--- src/rtl/bsg_chip_pkg.sv ---
// Shared chip-level definitions for the link reset sequencing logic.
package bsg_chip_pkg;

  // Default width of the per-phase wait count for link reset sequencing.
  localparam int bsg_link_reset_wait_width_gp = 8;

  // Link reset sequencer phases.
  typedef enum logic [2:0] {
    e_link_rst_idle   = 3'd0,
    e_link_rst_assert = 3'd1,
    e_link_rst_up     = 3'd2,
    e_link_rst_down   = 3'd3,
    e_link_rst_core   = 3'd4,
    e_link_rst_done   = 3'd5
  } bsg_link_reset_state_e;

endpackage

--- src/rtl/bsg_counter_set_down.sv ---
// Loadable down-counter: set loads a value, down decrements and stops at zero.
module bsg_counter_set_down #(
  parameter int width_p = 8
) (
  input  logic               clk_i,
  input  logic               reset_i,
  input  logic               set_i,
  input  logic [width_p-1:0] val_i,
  input  logic               down_i,
  output logic [width_p-1:0] count_r_o
);

  // Load has priority over decrement; the count never wraps below zero.
  always_ff @(posedge clk_i or posedge reset_i) begin
    if (reset_i)
      count_r_o <= '0;
    else if (set_i)
      count_r_o <= val_i;
    else if (down_i && (count_r_o != '0))
      count_r_o <= count_r_o - 1'b1;
  end

endmodule

--- src/rtl/bsg_chip_link_reset_sequencer.sv ---
// Staged reset release for a group of bsg_link channels and the core behind them.
//
// state  | meaning
// IDLE   | after reset; all resets held, waiting for a request
// ASSERT | all resets asserted for W+1 cycles
// UP     | upstream resets of enabled links released
// DOWN   | downstream resets of enabled links released
// CORE   | core reset released
// DONE   | sequence complete; a new request restarts it
module bsg_chip_link_reset_sequencer
  import bsg_chip_pkg::*;
#(
  parameter int link_num_p   = 2,
  parameter int wait_width_p = bsg_link_reset_wait_width_gp
) (
  input  logic                    clk_i,
  input  logic                    reset_i,
  input  logic                    start_v_i,
  output logic                    start_ready_o,
  input  logic [wait_width_p-1:0] wait_cycles_i,
  input  logic [link_num_p-1:0]   link_en_i,
  output logic [link_num_p-1:0]   upstream_reset_o,
  output logic [link_num_p-1:0]   downstream_reset_o,
  output logic                    core_reset_o,
  output logic                    busy_o,
  output logic                    done_o
);

  bsg_link_reset_state_e   state_r;
  logic [wait_width_p-1:0] wait_r;
  logic [link_num_p-1:0]   mask_r;
  logic [wait_width_p-1:0] count_r;
  logic                    accept;
  logic                    phase_active;
  logic                    count_zero;
  logic                    count_set;
  logic [wait_width_p-1:0] count_val;

  // Ready is a pure state decode so no input can reach it combinationally.
  assign start_ready_o = (state_r == e_link_rst_idle) || (state_r == e_link_rst_done);
  assign accept        = start_v_i & start_ready_o;
  assign phase_active  = (state_r == e_link_rst_assert) || (state_r == e_link_rst_up)
                      || (state_r == e_link_rst_down)   || (state_r == e_link_rst_core);
  assign count_zero    = (count_r == '0);

  // Reload with W on accept and on every phase boundary so each phase lasts W+1 cycles.
  assign count_set = accept | (phase_active & count_zero);
  assign count_val = accept ? wait_cycles_i : wait_r;

  bsg_counter_set_down #(
    .width_p (wait_width_p)
  ) phase_counter (
    .clk_i     (clk_i),
    .reset_i   (reset_i),
    .set_i     (count_set),
    .val_i     (count_val),
    .down_i    (phase_active),
    .count_r_o (count_r)
  );

  // Sequencer state and registered reset/status outputs.
  always_ff @(posedge clk_i or posedge reset_i) begin
    if (reset_i) begin
      state_r            <= e_link_rst_idle;
      wait_r             <= '0;
      mask_r             <= '0;
      upstream_reset_o   <= '1;
      downstream_reset_o <= '1;
      core_reset_o       <= 1'b1;
      busy_o             <= 1'b0;
      done_o             <= 1'b0;
    end else begin
      case (state_r)
        e_link_rst_idle, e_link_rst_done: begin
          if (accept) begin
            state_r            <= e_link_rst_assert;
            wait_r             <= wait_cycles_i;
            mask_r             <= link_en_i;
            upstream_reset_o   <= '1;
            downstream_reset_o <= '1;
            core_reset_o       <= 1'b1;
            busy_o             <= 1'b1;
            done_o             <= 1'b0;
          end
        end
        e_link_rst_assert: begin
          if (count_zero) begin
            state_r          <= e_link_rst_up;
            upstream_reset_o <= ~mask_r;
          end
        end
        e_link_rst_up: begin
          if (count_zero) begin
            state_r            <= e_link_rst_down;
            downstream_reset_o <= ~mask_r;
          end
        end
        e_link_rst_down: begin
          if (count_zero) begin
            state_r      <= e_link_rst_core;
            core_reset_o <= 1'b0;
          end
        end
        e_link_rst_core: begin
          if (count_zero) begin
            state_r <= e_link_rst_done;
            busy_o  <= 1'b0;
            done_o  <= 1'b1;
          end
        end
        default: begin
          state_r <= e_link_rst_idle;
        end
      endcase
    end
  end

endmodule

--- config.mk ---
export PLATFORM = sky130hd
export DESIGN_NAME = bsg_chip_link_reset_sequencer
export DESIGN_NICKNAME = d
export VERILOG_FILES = /design/src/rtl/bsg_chip_pkg.sv /design/src/rtl/bsg_counter_set_down.sv /design/src/rtl/bsg_chip_link_reset_sequencer.sv
export SDC_FILE = /design/constraint.sdc
export NUM_CORES = 1
export LEC_CHECK = 0
export ABC_AREA = 1
export CAP_MARGIN = 20
export CORE_ASPECT_RATIO = 1.75
export CORE_UTILIZATION = 54
export DETAILED_ROUTE_END_ITERATION = 7
export GPL_TIMING_DRIVEN = 0
export MAX_ROUTING_LAYER = met4
export PLACE_DENSITY = 0.86
export SLEW_MARGIN = 40
export SYNTH_ARGS = -nofsm -noshare
export SYNTH_HDL_FRONTEND = slang
export SYNTH_SLANG_ARGS = --single-unit
--- constraint.sdc ---
create_clock -name clk_i -period 2 [get_ports clk_i]
set_clock_uncertainty 0.05 [all_clocks]
set_input_delay 0.3 -clock clk_i [delete_from_list [all_inputs] [get_ports clk_i]]
set_output_delay 0.3 -clock clk_i [all_outputs]
set_load 0.03 [all_outputs]
==> key figures <==
Placement
  – Dpl ws: 0.0836 ns
  – DP Wirelength: 2430 um
  – Number of port buffers: 20
  – Final weighted congestion in routability-driven placement: 0.909

Routing
  – Met2 WL: 1760 um
  – Via density: 5.21
  – ANT nets after route: 0
  – Drt first pass iters: 5
  – Total Wirelength: 3210 um
  – # DRC: 0
  – Drt wl/cell: 12.0 um
  – Vias: 1,391
  – Violation count after the first detailed-route iteration: 42
  – M1 WL: 1310 um
  – Top Metal Used: met4
  – Met3 routed WL: 80 um

Global route
  – Overflow after GRT: 0
  – Largest net degree at the start of global routing: 29
  – First-pass GRT wire length: 5410 um
  – Vias in the first global route: 1,318
  – Initial antenna violation count: 0
  – Total GRT Usage: 0.229

Die
  – Core Box Area: 2750 um^2
  – FP Rows: 25
  – Die Span Y: 74.0 um
  – Die ar.: 3190 um^2
  – I/O pins: 21
  – Initial core utilization: 0.580
  – DIE WIDTH: 43.1 um

Critical path
  – Worst setup path class: flip-flop to flip-flop
  – Crit. End Element: flip-flop
  – Crit path DAT: 1.95 ns
  – Worst Path Required: 2.12 ns
  – Peak fanout along the critical path: 8
  – Setup crit start kind: flip-flop

Synthesis
  – Sequential-to-total area share from yosys stat: 0.442
  – Mapped Avg Cell Area: 7.40 um^2
  – Yosys top cell area share: 0.360
  – Synthesized instance count: 216
  – Syn_nets: 231
  – Total number of yosys warnings: 0
  – Mapped Area: 1600 um^2
  – Synth area leaders: dfrtp_1, nand2_1, dfstp_2
  – Seq cells post-synth: 28
  – Synth cell types: 25
  – Synth area leader: dfrtp_1

STA
  – Unrepaired setup endpoints after global routing: false
  – Period minus WS final: 1.83 ns
  – Final-report max-slew violation count: 0
  – Final worst path period share: 0.917
  – Hold Fails Final Rpt: 0
  – Slew @ Worst Pin: 0.576 ns
  – Fmax: 545 MHz
  – Final setup TNS: 0 ns
  – Setup ws final: 0.166 ns
  – Final setup viols: 0
  – Max_slew headroom: 0.616

Clocking
  – Root Driver: clkbuf_8
  – H-tree depth: 1
  – Clock Sinks: 28
  – CTS buffer count: 3
  – Later-pin clock latency in the skew report: 0.27 ns
  – Post-CTS setup buffers: 0
  – CTS tree: yes
  – Worst-path clk slew: 0.09 ns
  – Max clock buf depth: 2

Cells and area
  – Share of cells above drive strength 1: 0.133
  – Final #Nets: 256
  – Most frequent cells in the layout: nand2_1, inv_1, dfrtp_1
  – Ant. Diodes: 0
  – Filler cell count in the final layout: 225
  – Area Overhead vs Synth: 17.8%
  – Leading cell type in the layout, fill and taps excluded: nand2_1

Run
  – Max cap viols: 0

Pwr
  – Pwr dens: 1750 nW/um^2
  – VDD IR-drop max: 0.00133 V
  – Pleak: 1.00 nW

Outcome
  – Status: finished, final reports clean

Hold path
  – Hold Path Class: input pin to async pin
## worst max-delay path, cell delays in order (launching register included)
cell and delay (ns):
dfrtp_1 0.40, inv_1 0.11, ha_1 0.18, nand2_1 0.07
nor2_2 0.26, nand2_1 0.22, nand2_2 0.21, nand3_1 0.11
nand3_1 0.08, nand2_1 0.05
## report_power, final
group	leakage (nW)	switching, mW	internal, mW	total [mW]
combinational	0.636	1.18	0.694	1.87
clock	0.0288	0.167	0.176	0.344
sequential	0.335	0.193	0.879	1.07
total	1.00	1.54	1.75	3.29
## repair_timing
| action | CTS | global route |
|---|---|---|
| resized for setup | 1 | 2 |
| setup endpoints to repair | 1 | 1 |
| pin swaps | 0 | 0 |
| hold buffers | 0 | 0 |
## worst paths after layout
path,startpoint,to,slack [ns],cells past startpoint
worst max-delay path,phase_counter.count_r_o[0]$_DFFE_PP0P_,phase_counter.count_r_o[7]$_DFFE_PP0P_,0.17,9
worst min-delay path,reset_i,mask_r[1]$_DFFE_PP0P_,0.35,2
worst max register to register,phase_counter.count_r_o[0]$_DFFE_PP0P_,phase_counter.count_r_o[7]$_DFFE_PP0P_,0.17,9
worst min register to register,phase_counter.count_r_o[1]$_DFFE_PP0P_,phase_counter.count_r_o[1]$_DFFE_PP0P_,0.44,2
max in group asynchronous,reset_i,core_reset_o$_DFFE_PP1P_,1.18,2
min in group clk_i,phase_counter.count_r_o[1]$_DFFE_PP0P_,phase_counter.count_r_o[1]$_DFFE_PP0P_,0.44,2
## routing by layer
layer  track usage  vias to the layer above
met5             -                        -
met2         0.411                       24
met1         0.248                      639
met4        0.0976                        0
li1              -                      722
met3        0.0291                        6
## synth_stat cells
library cell / n
nand2_1: 79
inv_1: 26
dfrtp_1: 23
nand3_1: 21
nor2_1: 14
nand2_2: 10
o21ai_0: 9
dfstp_2: 5
nand4_1: 4
o21ai_1: 4
buf_2: 3
ha_1: 2
nor2_2: 2
nor3_1: 2
xor2_1: 2
a21oi_1: 1
buf_6: 1
buf_8: 1
inv_2: 1
nand2_4: 1
nand3_4: 1
o211ai_1: 1
o21bai_1: 1
o21bai_4: 1
o22a_1: 1
## layout make-up
type | instances | area [um^2] | share of cell area
multi-input combinational | 156 | 748 | 0.398
inverter | 27 | 101 | 0.0539
timing repair buffer | 20 | 195 | 0.104
buffer | 5 | 41.3 | 0.0219
clock buffer | 4 | 55.1 | 0.0293
tap | 27 | 33.8 | 0.0180
sequential | 28 | 707 | 0.376
## cells by family (layout without fill, tap and decap cells)
kind of cell    after synthesis  after routing  synth area share
buf+inv                      32             56            0.0893
compound gates               18             18            0.0705
flops                        28             28             0.442
fa+ha+maj                     2              2            0.0157
simple gates                134            134             0.371
xor+xnor                      2              2            0.0110
## through the flow
step	total power, mW	utilization	cell area, um^2	cells	hold WS [ns]
floorplan	2.48	-	1600	216	0.312
global placement	2.90	0.665	1830	263	0.399
detailed placement	2.96	0.665	1830	263	0.410
CTS	3.31	0.685	1890	267	0.367
global route	3.59	0.684	1880	267	0.402
finish	3.29	0.684	1880	267	0.350
## sequential cells by signal, indices dropped and copies added (netlist names)
name and cells:
wait_r 8, done_o 1, busy_o 1, phase_counter.count_r_o 8, downstream_reset_o 2, core_reset_o 1, mask_r 2, state_r 3
upstream_reset_o 2
Note: power is estimated with default switching activity, not from simulation.
